$ cat config.mk
export PLATFORM = sky130hd
export DESIGN_NAME = pwm_btn_conditioner
export DESIGN_NICKNAME = d
export VERILOG_FILES = /design/src/rtl/pwm_btn_conditioner.sv
export SDC_FILE = /design/constraint.sdc
export NUM_CORES = 1
export LEC_CHECK = 0
export ABC_AREA = 1
export ABC_CLOCK_PERIOD_IN_PS = 1530
export CORE_MARGIN = 1.5
export CORE_UTILIZATION = 35
export DETAILED_ROUTE_END_ITERATION = 6
export HOLD_SLACK_MARGIN = 0.06
export PLACE_DENSITY = 0.5
export SYNTH_ARGS = -nofsm -noshare
export SYNTH_HDL_FRONTEND = slang
export SYNTH_SLANG_ARGS = --single-unit
$ cat constraint.sdc
create_clock -name clk -period 1.53 [get_ports clk]
set_input_delay 0.306 -clock clk [delete_from_list [all_inputs] [get_ports clk]]
set_output_delay 0.306 -clock clk [all_outputs]
set_load 0.1 [all_outputs]
$ cat src/rtl/pwm_btn_conditioner.sv
// Button front end for the PWM duty controller: synchronise, debounce, and auto-repeat
// two raw buttons into mutually exclusive single-cycle duty step pulses.
`timescale 1ns/1ps
module pwm_btn_conditioner #(
  parameter int unsigned DBNC_CNT_MAX = 1000,
  parameter int unsigned RPT_DELAY    = 50_000_000,
  parameter int unsigned RPT_PERIOD   = 10_000_000,
  parameter int unsigned SYNC_STAGES  = 2
) (
  input  logic clk,
  input  logic rst,
  input  logic btn_up,
  input  logic btn_dn,
  output logic incr_duty,
  output logic decr_duty,
  output logic up_level,
  output logic dn_level,
  output logic locked
);

  localparam int unsigned DBNC_W  = $clog2(DBNC_CNT_MAX) + 1;
  localparam int unsigned RPT_MAX = (RPT_DELAY > RPT_PERIOD) ? RPT_DELAY : RPT_PERIOD;
  localparam int unsigned RPT_W   = $clog2(RPT_MAX) + 1;

  localparam logic [DBNC_W-1:0] DBNC_LAST   = DBNC_W'(DBNC_CNT_MAX - 1);
  localparam logic [RPT_W-1:0]  DELAY_LAST  = RPT_W'(RPT_DELAY - 1);
  localparam logic [RPT_W-1:0]  PERIOD_LAST = RPT_W'(RPT_PERIOD - 1);
  localparam logic              RPT_EN      = (RPT_DELAY != 0);

  typedef enum logic [2:0] {IDLE, HOLD_UP, RPT_UP, HOLD_DN, RPT_DN, LOCK} state_t;

  logic [SYNC_STAGES-1:0] sync_up, sync_dn;
  logic [1:0]             s_btn, lvl, lvl_d;
  logic [DBNC_W-1:0]      dbnc_cnt [2];
  logic [RPT_W-1:0]       rpt_cnt;
  logic                   rise_up, rise_dn;
  state_t                 state;

  // Multi-flop synchronisers; index 0 is the up channel, 1 the down channel
  always_ff @(posedge clk or negedge rst) begin
    if (!rst) begin
      sync_up <= '0;
      sync_dn <= '0;
    end else begin
      sync_up <= {sync_up[SYNC_STAGES-2:0], btn_up};
      sync_dn <= {sync_dn[SYNC_STAGES-2:0], btn_dn};
    end
  end

  assign s_btn = {sync_dn[SYNC_STAGES-1], sync_up[SYNC_STAGES-1]};

  // Level only follows the synchronised input after DBNC_CNT_MAX consecutive differing cycles
  always_ff @(posedge clk or negedge rst) begin
    if (!rst) begin
      lvl   <= '0;
      lvl_d <= '0;
      for (int i = 0; i < 2; i++) dbnc_cnt[i] <= '0;
    end else begin
      lvl_d <= lvl;
      for (int i = 0; i < 2; i++) begin
        if (s_btn[i] == lvl[i]) begin
          dbnc_cnt[i] <= '0;
        end else if (dbnc_cnt[i] == DBNC_LAST) begin
          lvl[i]      <= s_btn[i];
          dbnc_cnt[i] <= '0;
        end else begin
          dbnc_cnt[i] <= dbnc_cnt[i] + DBNC_W'(1);
        end
      end
    end
  end

  assign up_level = lvl[0];
  assign dn_level = lvl[1];
  assign rise_up  = lvl[0] & ~lvl_d[0];
  assign rise_dn  = lvl[1] & ~lvl_d[1];

  // Press/hold/repeat controller; a both-held conflict parks in LOCK until both are released
  always_ff @(posedge clk or negedge rst) begin
    if (!rst) begin
      state     <= IDLE;
      rpt_cnt   <= '0;
      incr_duty <= 1'b0;
      decr_duty <= 1'b0;
      locked    <= 1'b0;
    end else begin
      incr_duty <= 1'b0;
      decr_duty <= 1'b0;
      case (state)
        IDLE: begin
          rpt_cnt <= '0;
          if (lvl[0] && lvl[1]) begin
            state  <= LOCK;
            locked <= 1'b1;
          end else if (rise_up && !lvl[1]) begin
            state     <= HOLD_UP;
            incr_duty <= 1'b1;
          end else if (rise_dn && !lvl[0]) begin
            state     <= HOLD_DN;
            decr_duty <= 1'b1;
          end
        end
        HOLD_UP, RPT_UP: begin
          if (!lvl[0]) begin
            state   <= IDLE;
            rpt_cnt <= '0;
          end else if (lvl[1]) begin
            state   <= LOCK;
            locked  <= 1'b1;
            rpt_cnt <= '0;
          end else if (state == HOLD_UP) begin
            if (RPT_EN && rpt_cnt == DELAY_LAST) begin
              state     <= RPT_UP;
              incr_duty <= 1'b1;
              rpt_cnt   <= '0;
            end else if (RPT_EN) begin
              rpt_cnt <= rpt_cnt + RPT_W'(1);
            end
          end else if (rpt_cnt == PERIOD_LAST) begin
            incr_duty <= 1'b1;
            rpt_cnt   <= '0;
          end else begin
            rpt_cnt <= rpt_cnt + RPT_W'(1);
          end
        end
        HOLD_DN, RPT_DN: begin
          if (!lvl[1]) begin
            state   <= IDLE;
            rpt_cnt <= '0;
          end else if (lvl[0]) begin
            state   <= LOCK;
            locked  <= 1'b1;
            rpt_cnt <= '0;
          end else if (state == HOLD_DN) begin
            if (RPT_EN && rpt_cnt == DELAY_LAST) begin
              state     <= RPT_DN;
              decr_duty <= 1'b1;
              rpt_cnt   <= '0;
            end else if (RPT_EN) begin
              rpt_cnt <= rpt_cnt + RPT_W'(1);
            end
          end else if (rpt_cnt == PERIOD_LAST) begin
            decr_duty <= 1'b1;
            rpt_cnt   <= '0;
          end else begin
            rpt_cnt <= rpt_cnt + RPT_W'(1);
          end
        end
        LOCK: begin
          rpt_cnt <= '0;
          if (!lvl[0] && !lvl[1]) begin
            state  <= IDLE;
            locked <= 1'b0;
          end
        end
        default: begin
          state   <= IDLE;
          rpt_cnt <= '0;
          locked  <= 1'b0;
        end
      endcase
    end
  end

endmodule

==> flow_summary.rst, run 1 <==
.. list-table::
   :header-rows: 1

   * - Metric
     - Value
   * - CORE AREA
     - between 9000 and 10,000 µm²
   * - Average wire length per cell after detail routing
     - between 10 and 15 µm
   * - Total CTS buffers
     - 9
   * - Met1 global-route usage
     - a little over a fifth
   * - Die extent in x
     - about 100 µm
   * - Arrival time at the worst endpoint
     - 1840 ps
   * - Cells after synthesis
     - 436
   * - Crit path max fanout
     - 5
   * - Timing-limited maximum frequency
     - between 0.6 and 0.7 GHz
   * - Post-detailed-route count of antenna-violating nets
     - 0
   * - Launching instance or port of the critical path
     - rpt_cnt[0]
   * - Maximum number of pins on one net before global-route repair
     - 64
   * - Via count of the first global-routing pass
     - slightly below 3,000
   * - Detailed-router iteration count before antenna repair
     - 4
   * - Share of post-route cells with drive strength above 1
     - approximately 33%
   * - Final weighted congestion in routability-driven placement
     - a little over 0.8
   * - Relative area change from synthesis to final layout
     - 36.1%
   * - Yosys cell types
     - 34
   * - Cell breakdown of the critical path
     - ha_2, inv_2, nor2_4, nand2_4, inv_2, nand3_1, nand3_2, nand2_4, buf_6, nand2_2, nor2_2
   * - Starting utilization of the core area
     - approximately 36%
   * - Placement Rows
     - 36
   * - Violated checks
     - negative setup slack
   * - Crit Path Class
     - reg -> reg
   * - Remaining max-slew budget at the tightest pin
     - approximately three quarters
   * - CTS tree
     - built
   * - Critical path required time
     - approximately 1800 ps
   * - Global routing usage on met2
     - a little over a quarter
   * - Remaining global-route overflow
     - 0
   * - First-pass GRT wire length
     - roughly 13 mm
   * - Leading area contributor after synthesis
     - sky130_fd_sc_hd__dfrtp_1
   * - Max rail drop VDD
     - 0.419 mV
   * - Per-cell via count in the routed design
     - 4.47
   * - Worst setup slack after placement
     - -127 ps
   * - Share of flip-flops with an asynchronous set or reset
     - 100%
   * - Antenna cell count
     - 0
   * - Outcome
     - finished, violations left
   * - Mapped Area
     - between 3000 and 4000 µm²
   * - Overall die height
     - around 100 µm
   * - Overall fraction of global-route tracks in use
     - 16.4%
   * - Pwr dens
     - ~730 nW/µm²
   * - Worst setup path end
     - rpt_cnt[22]
   * - CTS H-tree depth
     - 3
   * - HPWL after detailed placement
     - between 5 and 6 mm
   * - Top-area cell type share of the netlist area
     - 45.6%
   * - Post-synthesis sequential element count
     - 63
   * - Starting DRC count in detailed routing
     - between 70 and 80
   * - Worst reg2reg startpoint
     - rpt_cnt[0]
   * - Final Worst Setup Slack
     - -91.8 ps
   * - Net total in the final layout
     - between 500 and 600
   * - Register-to-Register Setup Slack
     - -90 ps
   * - Placed Cells incl. Taps
     - 642
   * - Maximum buffer depth of the clock tree
     - 2
   * - Clock tree root driver cell
     - sky130_fd_sc_hd__clkbuf_8
   * - Post-route standard cell area excluding fillers
     - roughly 4700 µm²
   * - Post-route minimum period
     - 1620 ps
   * - Post-route non-filler standard cell count
     - ~670
   * - R2R depth
     - 11
   * - Number of synthesis warnings
     - 0
   * - Min-Delay Path Class
     - reg -> reg
   * - Pins Over Slew Limit
     - 0
   * - Commonest cells in the netlist
     - sky130_fd_sc_hd__nand2_1 (90), sky130_fd_sc_hd__nor2_1 (71), sky130_fd_sc_hd__dfrtp_1 (63)
   * - Post-synth net total
     - ~440
   * - Final hold violation count
     - 0
   * - Max-Cap Viols
     - 0
   * - R2R Path End
     - rpt_cnt[22]
   * - Total routed wirelength
     - 7.49 mm
   * - Synth area leaders
     - sky130_fd_sc_hd__dfrtp_1 (46%), sky130_fd_sc_hd__nand2_1 (9.8%), sky130_fd_sc_hd__nor2_1 (7.7%)
   * - Number of buffer cells added on primary ports
     - 8
   * - Final setup violation count
     - 27
   * - Via count
     - around 3,000
   * - P_leak
     - approximately 2.0 nW
   * - Post-route DRC violation count
     - 0
   * - Total Die Area
     - between 10,000 and 15,000 µm²
   * - Leading cell type by number of instances after synthesis
     - sky130_fd_sc_hd__nand2_1
   * - CTS sink count
     - 63
   * - I/O pins
     - 9
   * - Critical path capture point type
     - flip-flop
   * - Placed inst area
     - between 4000 and 5000 µm²
   * - Setup TNS Final
     - -1540 ps
   * - Highest-delay cell along the critical path
     - sky130_fd_sc_hd__dfrtp_1
   * - Category of the worst setup path launch point
     - flip-flop
   * - Clock skew
     - 7.44 ps
   * - Layer with the highest usage
     - met2
   * - Seq/Total Area, Yosys
     - a little under half
   * - Fill cell instance count of the final layout
     - about 960
   * - Setup repair after global routing missed its margin
     - yes
   * - EDFF count, synth
     - 0
   * - Period Utilization, post-route
     - 106%
   * - Average size of a mapped cell
     - between 7 and 8 µm²
   * - Later-pin clock latency in the skew report
     - roughly 330 ps
   * - Worst hold slack after final layout
     - ~350 ps
   * - Clock edge transition at the registers on the reported setup and hold paths
     - around 80 ps
   * - Initial antenna violation count
     - 0
   * - Delay of the slowest critical-path stage
     - between 300 and 400 ps
   * - Synth Flop Type
     - sky130_fd_sc_hd__dfrtp_1
   * - Met3 global-route usage
     - 4.31%
   * - Transition time of the tightest slew-check pin
     - approximately 380 ps
worst max-delay path, delay by kind of cell, from the launching register on:
family	cells	cell delay [ps]
adder cells (fa/ha/maj)	1	200
buffers and inverters	3	270
flip-flops	1	390
AND/OR/NAND/NOR	7	640
report_power, final:
part	switching, mW	internal (mW)	leakage (nW)	total [mW]
registers	0.0118	1.68	0.857	1.69
clock network	0.678	0.970	0.109	1.65
logic	0.0604	0.0300	1.07	0.0904
total	0.750	2.68	2.03	3.43
worst min path at each step:
stage,from,end,cells after the start
6_report,sync_dn[0],sync_dn[1],0
2_1_floorplan,rst,dbnc_cnt[0],0
3_5_place_dp,sync_dn[0],sync_dn[1],0
4_1_cts,sync_dn[0],sync_dn[1],0
3_3_place_gp,sync_up[0],sync_up[1],0
5_1_grt,sync_dn[0],sync_dn[1],0
cell type report:
cell class | count | area [µm²] | share of cell area, %
Clock buffer | 10 | 138 | 2.93
Clock inverter | 6 | 92.6 | 1.97
Inverter | 57 | 229 | 4.87
Multi-Input combinational cell | 312 | 1760 | 37.4
Sequential cell | 63 | 1590 | 33.7
Tap cell | 133 | 166 | 3.54
Timing Repair Buffer | 86 | 733 | 15.6
per-stage QoR:
step / total power, mW / util [%]
after floorplan: 1.76 / -
after global placement: 1.81 / 44.0
after detailed placement: 1.82 / 44.0
after CTS: 3.50 / 47.1
after global routing: 3.60 / 48.6
final: 3.43 / 48.6
timing repair:
item | 4_1_cts | 5_1_grt
setup buffers | 4 | 4
hold buffers | 1 | 0
resized for setup | 9 | 34
endpoints found under the hold margin | 63 | 0
pin swaps | 9 | 14
endpoints found under the setup margin | 27 | 44
per-layer routing:
layer  vias up  share of wire [%]
li1       1565                  -
met1      1375                 50
met2        31                 46
met3         9                2.5
met4         0                1.6
met5         -                  0
flip-flops by register name, summed over array words and instances, names as in the netlist:
register / count
incr_duty: 1
rpt_cnt: 27
dbnc_cnt: 22
sync_up: 2
locked: 1
lvl_d: 2
state: 3
sync_dn: 2
decr_duty: 1
lvl: 2
placed cells by master (no fill, tap or decap), types with 3 or more instances in the layout:
master	Yosys	layout
sky130_fd_sc_hd__nand2_2	1	6
sky130_fd_sc_hd__nand3b_1	3	3
sky130_fd_sc_hd__inv_1	54	50
sky130_fd_sc_hd__nor2_2	26	31
sky130_fd_sc_hd__nand3_1	20	17
sky130_fd_sc_hd__inv_2	2	5
sky130_fd_sc_hd__clkbuf_8	0	10
sky130_fd_sc_hd__xnor2_1	4	4
sky130_fd_sc_hd__nor2_4	2	9
sky130_fd_sc_hd__buf_12	2	6
sky130_fd_sc_hd__nor3_1	21	19
sky130_fd_sc_hd__dfrtp_1	63	58
sky130_fd_sc_hd__nand4_1	10	10
sky130_fd_sc_hd__a21oi_1	12	12
sky130_fd_sc_hd__nor2_1	71	59
sky130_fd_sc_hd__o21ai_1	0	4
sky130_fd_sc_hd__ha_2	0	3
sky130_fd_sc_hd__nand2_1	90	83
sky130_fd_sc_hd__dfrtp_2	0	3
sky130_fd_sc_hd__nand2_4	1	3
sky130_fd_sc_hd__xor2_1	20	19
sky130_fd_sc_hd__nor4_1	4	3
sky130_fd_sc_hd__nand3_2	2	5
sky130_fd_sc_hd__buf_4	0	74
sky130_fd_sc_hd__o21ai_0	10	6
kinds of logic after synthesis:
kind of cell             share of synthesized area, %
AND/OR/NAND/NOR                                  34.4
multiplexers                                    0.326
AO/OA/AOI/OAI                                    4.71
buffers and inverters                            7.78
XOR/XNOR                                         6.08
adder cells (fa/ha/maj)                          1.09
flip-flops                                       45.6
(Power assumes the default switching activity.)
==> inputs of run 2 (changes only) <==
--- a/config.mk
+++ b/config.mk
@@ -10,8 +10,8 @@
 export CORE_MARGIN = 1.5
 export CORE_UTILIZATION = 35
 export DETAILED_ROUTE_END_ITERATION = 6
-export HOLD_SLACK_MARGIN = 0.06
 export PLACE_DENSITY = 0.5
+export SKIP_LAST_GASP = 1
 export SYNTH_ARGS = -nofsm -noshare
 export SYNTH_HDL_FRONTEND = slang
 export SYNTH_SLANG_ARGS = --single-unit
==> flow_summary.rst, run 2 (synthesized netlist as in run 1, its figures left out) <==
.. list-table::
   :header-rows: 1

   * - Metric
     - Value
   * - Post-route non-filler standard cell count
     - 667 (unchanged)
   * - Clock edge transition at the registers on the reported setup and hold paths
     - 80 ps (about the same)
   * - Regs by FF count
     - rpt_cnt: 27 flops, dbnc_cnt: 22 flops, state: 3 flops (unchanged)
   * - Overall fraction of global-route tracks in use
     - 16.4% (unchanged)
   * - Overall die height
     - 102 µm (unchanged)
   * - Critical path capture point type
     - flip-flop (unchanged)
   * - Max rail drop VDD
     - 0.419 mV (about the same)
   * - Timing-limited maximum frequency
     - 0.617 GHz (about the same)
   * - Starting DRC count in detailed routing
     - 76 (unchanged)
   * - Net switching power figure
     - 0.749 mW (was 0.750 mW)
   * - Detailed-router iteration count before antenna repair
     - 4 (unchanged)
   * - Total routed wirelength
     - 7.49 mm (about the same)
   * - Pins Over Slew Limit
     - 0 (unchanged)
   * - Part of the total power dissipated in the clock network
     - 48.0% (about the same)
   * - Pwr dens
     - 730 nW/µm² (was 729 nW/µm²)
   * - Share of post-route cells with drive strength above 1
     - 32.8% (was 33.0%)
   * - First-pass GRT wire length
     - 13.4 mm (unchanged)
   * - Per-cell via count in the routed design
     - 4.47 (about the same)
   * - P_leak
     - 2.04 nW (was 2.03 nW)
   * - Final setup violation count
     - 27 (unchanged)
   * - Critical path required time
     - 1750 ps (about the same)
   * - Min-Delay Path Class
     - reg -> reg (unchanged)
   * - Via count
     - 2,981 (was 2,980)
   * - Switching portion of total power
     - 21.8% (was 21.9%)
   * - Final weighted congestion in routability-driven placement
     - 0.818 (unchanged)
   * - Remaining global-route overflow
     - 0 (unchanged)
   * - HPWL after detailed placement
     - 5.47 mm (unchanged)
   * - Arrival time at the worst endpoint
     - 1840 ps (about the same)
   * - CORE AREA
     - 9680 µm² (unchanged)
   * - Clock tree root driver cell
     - sky130_fd_sc_hd__clkbuf_8 (unchanged)
   * - Register with the most flip-flops
     - rpt_cnt (unchanged)
   * - Number of buffer cells added on primary ports
     - 8 (unchanged)
   * - Transition time of the tightest slew-check pin
     - 378 ps (unchanged)
   * - Violated checks
     - negative setup slack (unchanged)
   * - Placed Cells incl. Taps
     - 642 (unchanged)
   * - Total Die Area
     - 10,500 µm² (unchanged)
   * - Post-route DRC violation count
     - 0 (unchanged)
   * - Net total in the final layout
     - 536 (unchanged)
   * - Crit path max fanout
     - 5 (unchanged)
   * - CTS H-tree depth
     - 3 (unchanged)
   * - Average wire length per cell after detail routing
     - 11.2 µm (about the same)
   * - I/O pins
     - 9 (unchanged)
   * - Util after Layout
     - 48.5% (was 48.6%)
   * - Initial antenna violation count
     - 0 (unchanged)
   * - Maximum buffer depth of the clock tree
     - 2 (unchanged)
   * - Later-pin clock latency in the skew report
     - 330 ps (about the same)
   * - Via count of the first global-routing pass
     - 2,919 (unchanged)
   * - Number of flip-flops under the largest register name
     - 27 (unchanged)
   * - Clock skew
     - 7.26 ps (was 7.44 ps)
   * - Post-route minimum period
     - 1620 ps (about the same)
   * - Remaining max-slew budget at the tightest pin
     - 74.6% (unchanged)
   * - Post-detailed-route count of antenna-violating nets
     - 0 (unchanged)
   * - Commonest non-fill, non-tap cell in the layout
     - sky130_fd_sc_hd__nand2_1 (unchanged)
   * - Hold Crit Depth
     - 0 (unchanged)
   * - Setup repair after global routing missed its margin
     - yes (unchanged)
   * - R2R depth
     - 11 (unchanged)
   * - Internal power consumption
     - 2.68 mW (about the same)
   * - Category of the worst setup path launch point
     - flip-flop (unchanged)
   * - Antenna cell count
     - 0 (unchanged)
   * - Final hold violation count
     - 0 (unchanged)
   * - Maximum number of pins on one net before global-route repair
     - 64 (unchanged)
   * - CTS tree
     - built (unchanged)
   * - Die extent in x
     - 102 µm (unchanged)
   * - Crit Path Class
     - reg -> reg (unchanged)
   * - Max-Cap Viols
     - 0 (unchanged)
   * - Outcome
     - finished, violations left (unchanged)
   * - Period Utilization, post-route
     - 106% (about the same)
   * - Portion of total power attributed to sequential cells
     - 49.4% (about the same)
   * - Final Worst Setup Slack
     - -91.9 ps (was -91.8 ps)
   * - Total CTS buffers
     - 9 (unchanged)
   * - Starting utilization of the core area
     - 35.7% (unchanged)
   * - Comb pwr share
     - 2.6% (about the same)
   * - Relative area change from synthesis to final layout
     - 36.0% (was 36.1%)
   * - CTS sink count
     - 63 (unchanged)
   * - Most used cells in the layout excluding fill and tap cells
     - sky130_fd_sc_hd__nand2_1 (83), sky130_fd_sc_hd__buf_4 (75), sky130_fd_sc_hd__nor2_1 (59), sky130_fd_sc_hd__dfrtp_1 (58), sky130_fd_sc_hd__inv_1 (50) (was sky130_fd_sc_hd__nand2_1 (83), sky130_fd_sc_hd__buf_4 (74), sky130_fd_sc_hd__nor2_1 (59), sky130_fd_sc_hd__dfrtp_1 (58), sky130_fd_sc_hd__inv_1 (50))
   * - Placement Rows
     - 36 (unchanged)
## run 2: cell types whose count changed in the layout (fill, tap and decap cells not counted)
cell | previous run | this run
sky130_fd_sc_hd__buf_6 | 2 | 1
sky130_fd_sc_hd__ha_1 | 0 | 1
sky130_fd_sc_hd__buf_4 | 74 | 75
sky130_fd_sc_hd__ha_2 | 3 | 2
## run 2: repair_timing
item	in CTS	in global routing
pin swaps	9	14
hold buffers	1	0
buffers inserted	4	4
setup endpoints to repair	27	44
gates resized for setup	9	32
endpoints found under the hold margin	63	0
## run 2: final timing paths
| kind | from | endpoint | slack [ps] |
|---|---|---|---|
| worst min register to register | sync_dn[0] | sync_dn[1] | 350 |
| worst max-delay path | rpt_cnt[0] | rpt_cnt[22] | -90 |
| worst max register to register | rpt_cnt[0] | rpt_cnt[22] | -90 |
| max in group asynchronous | rst | lvl[0] | 700 |
| min in group asynchronous | rst | dbnc_cnt[6] | 530 |
| worst min-delay path | sync_dn[0] | sync_dn[1] | 350 |
## run 2: stage by stage
step                total power [mW]  hold WS (ps)  TNS [ps]  cell area [µm²]  worst slack [ps]
finish                          3.43           347     -1540             4700             -91.9
global placement                1.81           335     -1590             4260              -102
detailed placement              1.82           336     -2270             4260              -127
floorplan                       1.76          10.4      -627             3500              -111
CTS                             3.50           354     -1820             4560             -97.8
global route                    3.60           360     -5050             4700              -218
## run 2: cell type report
type	count	area, µm²
inverter	57	229
sequential	63	1590
multi-input combinational	312	1760
clock inverter	6	92.6
clock buffer	10	138
timing repair buffer	86	729
fill	961	4990
tap	133	166
## run 2: power groups by stage
stage	combinational, mW	sequential [mW]	clock, mW
4_1_cts	0.0923	1.69	1.71
5_1_grt	0.105	1.70	1.80
6_report	0.0897	1.69	1.65
3_5_place_dp	0.0898	1.73	0
3_3_place_gp	0.0891	1.73	0
2_1_floorplan	0.0321	1.72	0
## run 2: worst max-delay path, stage by stage, from the launching register on
cell and delay (ps):
sky130_fd_sc_hd__dfrtp_1 390, sky130_fd_sc_hd__ha_2 200, sky130_fd_sc_hd__inv_2 50, sky130_fd_sc_hd__nor2_4 150, sky130_fd_sc_hd__nand2_4 90, sky130_fd_sc_hd__inv_2 70, sky130_fd_sc_hd__nand3_1 110, sky130_fd_sc_hd__nand3_2 110
sky130_fd_sc_hd__nand2_4 90, sky130_fd_sc_hd__buf_6 150, sky130_fd_sc_hd__nand2_2 50, sky130_fd_sc_hd__nor2_2 40
## run 2: layer usage
layer	vias up	track usage (%)	part of all wire (%)	wire, µm
met5	-	0	0	0
met4	0	5.06	1.6	119
met3	9	4.31	2.5	184
met2	30	26.4	46	3430
met1	1376	21.6	50	3750
li1	1566	-	-	-
==> inputs of run 3 (changes only) <==
--- a/config.mk
+++ b/config.mk
@@ -7,7 +7,7 @@
 export LEC_CHECK = 0
 export ABC_AREA = 1
 export ABC_CLOCK_PERIOD_IN_PS = 1530
-export CORE_MARGIN = 1.5
+export CORE_MARGIN = 10
 export CORE_UTILIZATION = 35
 export DETAILED_ROUTE_END_ITERATION = 6
 export PLACE_DENSITY = 0.5
==> flow_summary.rst, run 3 (synthesized netlist as in run 1, its figures left out) <==
.. list-table::
   :header-rows: 1

   * - Metric
     - Value
   * - Period Utilization, post-route
     - 107% (was 106%)
   * - Antenna cell count
     - 0 (unchanged)
   * - CORE AREA
     - 9680 µm² (unchanged)
   * - Clock skew
     - 11.5 ps (was 7.26 ps)
   * - Number of flip-flops under the largest register name
     - 27 (unchanged)
   * - Hold Crit Depth
     - 0 (unchanged)
   * - Clock edge transition at the registers on the reported setup and hold paths
     - 70 ps (was 80 ps)
   * - Worst Min Path Start
     - sync_dn[0] (unchanged)
   * - WHS Endpoint
     - sync_dn[1] (unchanged)
   * - Placed Cells incl. Taps
     - 644 (was 642)
   * - Commonest non-fill, non-tap cell in the layout
     - sky130_fd_sc_hd__buf_4 (was sky130_fd_sc_hd__nand2_1)
   * - Final hold violation count
     - 0 (unchanged)
   * - Placement Rows
     - 36 (unchanged)
   * - Net total in the final layout
     - 543 (was 536)
   * - Crit Path Class
     - reg -> reg (unchanged)
   * - Via count of the first global-routing pass
     - 2,920 (was 2,919)
   * - Worst setup slack after placement
     - -129 ps (was -127 ps)
   * - Starting DRC count in detailed routing
     - 153 (was 76)
   * - Number of buffer cells added on primary ports
     - 8 (unchanged)
   * - Detailed-router iteration count before antenna repair
     - 4 (unchanged)
   * - Via count
     - 3,024 (was 2,981)
   * - Share of post-route cells with drive strength above 1
     - 34.4% (was 32.8%)
   * - Delay of the slowest critical-path stage
     - 390 ps (about the same)
   * - R2R Path End
     - rpt_cnt[25] (was rpt_cnt[22])
   * - I/O pins
     - 9 (unchanged)
   * - CTS tree
     - built (unchanged)
   * - Regs by FF count
     - rpt_cnt: 27 flops, dbnc_cnt: 22 flops, state: 3 flops (unchanged)
   * - Average wire length per cell after detail routing
     - 11.7 µm (was 11.2 µm)
   * - HPWL after detailed placement
     - 5.61 mm (was 5.47 mm)
   * - Cell breakdown of the critical path
     - ha_2, inv_2, nor2_4, nand2_4, inv_2, nand4_1, nand3_2, nand2_4, buf_6, nand2_2, nor2_1 (was ha_2, inv_2, nor2_4, nand2_4, inv_2, nand3_1, nand3_2, nand2_4, buf_6, nand2_2, nor2_2)
   * - Violated checks
     - negative setup slack (unchanged)
   * - Post-route minimum period
     - 1630 ps (was 1620 ps)
   * - Remaining global-route overflow
     - 0 (unchanged)
   * - Overall die height
     - 119 µm (was 102 µm)
   * - Starting utilization of the core area
     - 35.7% (unchanged)
   * - Outcome
     - finished, violations left (unchanged)
   * - Register-to-Register Setup Slack
     - -100 ps (was -90 ps)
   * - Post-route non-filler standard cell count
     - 674 (was 667)
   * - CTS sink count
     - 63 (unchanged)
   * - Worst hold slack after final layout
     - 350 ps (was 347 ps)
   * - Total routed wirelength
     - 7.87 mm (was 7.49 mm)
   * - Highest-delay cell along the critical path
     - sky130_fd_sc_hd__dfrtp_1 (unchanged)
   * - Critical path capture point type
     - flip-flop (unchanged)
   * - R2R depth
     - 11 (unchanged)
   * - Total Die Area
     - 14,200 µm² (was 10,500 µm²)
   * - Timing-limited maximum frequency
     - 0.612 GHz (was 0.617 GHz)
   * - Critical path required time
     - 1760 ps (was 1750 ps)
   * - Total CTS buffers
     - 9 (unchanged)
   * - Category of the worst setup path launch point
     - flip-flop (unchanged)
   * - Pwr dens
     - 706 nW/µm² (was 730 nW/µm²)
   * - Initial antenna violation count
     - 0 (unchanged)
   * - Transition time of the tightest slew-check pin
     - 335 ps (was 378 ps)
   * - Max-Cap Viols
     - 0 (unchanged)
   * - First-pass GRT wire length
     - 13.5 mm (was 13.4 mm)
   * - Maximum number of pins on one net before global-route repair
     - 64 (unchanged)
   * - Register with the most flip-flops
     - rpt_cnt (unchanged)
   * - Max rail drop VDD
     - 0.479 mV (was 0.419 mV)
   * - Maximum buffer depth of the clock tree
     - 2 (unchanged)
   * - Post-detailed-route count of antenna-violating nets
     - 0 (unchanged)
   * - Later-pin clock latency in the skew report
     - 350 ps (was 330 ps)
   * - Crit path max fanout
     - 5 (unchanged)
   * - Min-Delay Path Class
     - reg -> reg (unchanged)
   * - Setup repair after global routing missed its margin
     - yes (unchanged)
   * - Per-cell via count in the routed design
     - 4.49 (was 4.47)
   * - Arrival time at the worst endpoint
     - 1870 ps (was 1840 ps)
   * - Final Worst Setup Slack
     - -103 ps (was -91.9 ps)
   * - Setup TNS Final
     - -1750 ps (was -1540 ps)
   * - Overall fraction of global-route tracks in use
     - 11.4% (was 16.4%)
   * - Worst reg2reg startpoint
     - rpt_cnt[0] (unchanged)
   * - Most used cells in the layout excluding fill and tap cells
     - sky130_fd_sc_hd__buf_4 (81), sky130_fd_sc_hd__nand2_1 (77), sky130_fd_sc_hd__nor2_1 (60), sky130_fd_sc_hd__dfrtp_1 (60), sky130_fd_sc_hd__inv_1 (49) (was sky130_fd_sc_hd__nand2_1 (83), sky130_fd_sc_hd__buf_4 (75), sky130_fd_sc_hd__nor2_1 (59), sky130_fd_sc_hd__dfrtp_1 (58), sky130_fd_sc_hd__inv_1 (50))
   * - Relative area change from synthesis to final layout
     - 37.7% (was 36.0%)
   * - Final weighted congestion in routability-driven placement
     - 0.839 (was 0.818)
   * - Die extent in x
     - 119 µm (was 102 µm)
   * - Fill cell instance count of the final layout
     - 956 (was 961)
   * - Post-route DRC violation count
     - 0 (unchanged)
   * - Remaining max-slew budget at the tightest pin
     - 77.7% (was 74.6%)
   * - Clock tree root driver cell
     - sky130_fd_sc_hd__clkbuf_8 (unchanged)
   * - Final setup violation count
     - 27 (unchanged)
   * - Pins Over Slew Limit
     - 0 (unchanged)
   * - P_leak
     - 2.11 nW (was 2.04 nW)
   * - CTS H-tree depth
     - 3 (unchanged)
==> run 3: area by class of cell <==
class / count / area, µm² / share of cell area, %
Multi-Input combinational cell: 312 / 1780 / 37.4
Sequential cell: 63 / 1590 / 33.3
Timing Repair Buffer: 93 / 786 / 16.5
Inverter: 57 / 229 / 4.81
Tap cell: 133 / 166 / 3.50
Clock buffer: 10 / 128 / 2.68
Clock inverter: 6 / 85.1 / 1.79
==> run 3: worst max-delay path, delay by kind of cell, from the launching register on <==
kind,cells,cell delay [ps]
flops,1,390
simple gates,7,650
fa+ha+maj,1,200
buf+inv,3,270
==> run 3: layer usage <==
metal,share of wire (%),vias up,wire length (µm),global-route usage (%)
met5,0,-,0,0
met1,50,1417,3930,14.9
li1,-,1578,-,-
met4,0.95,0,75,4.00
met3,2.4,7,187,2.93
met2,47,22,3680,17.7
==> run 3: stage by stage <==
| step | util [%] | power, mW | area, µm² |
|---|---|---|---|
| after detailed placement | 44.2 | 1.82 | 4280 |
| after floorplan | - | 1.76 | 3500 |
| after global routing | 49.1 | 3.51 | 4760 |
| final | 49.1 | 3.36 | 4760 |
| after global placement | 44.2 | 1.82 | 4280 |
| after CTS | 47.1 | 3.42 | 4560 |
==> run 3: where the power goes <==
group,internal [mW],switching (mW)
Combinational,0.0330,0.0600
Clock,0.911,0.661
Sequential,1.68,0.0106
==> run 3: worst max path at each step <==
| stage | endpoint | slack [ps] | cells past startpoint | startpoint |
|---|---|---|---|---|
| 6_report | rpt_cnt[25] | -100 | 11 | rpt_cnt[0] |
| 5_1_grt | rpt_cnt[25] | -230 | 7 | rpt_cnt[16] |
| 3_3_place_gp | rpt_cnt[18] | -90 | 7 | rpt_cnt[22] |
| 2_1_floorplan | state[2] | -110 | 10 | lvl[0] |
| 4_1_cts | rpt_cnt[25] | -70 | 11 | rpt_cnt[0] |
| 3_5_place_dp | rpt_cnt[18] | -130 | 10 | rpt_cnt[0] |
==> run 3: repair_timing <==
item / in CTS / in global routing
setup endpoints to repair: 27 / 43
buffers inserted: 4 / 10
resized for setup: 8 / 37
hold buffers: 1 / 0
pin swaps: 3 / 8
gates cloned: 0 / 0
hold endpoints to repair: 63 / 0
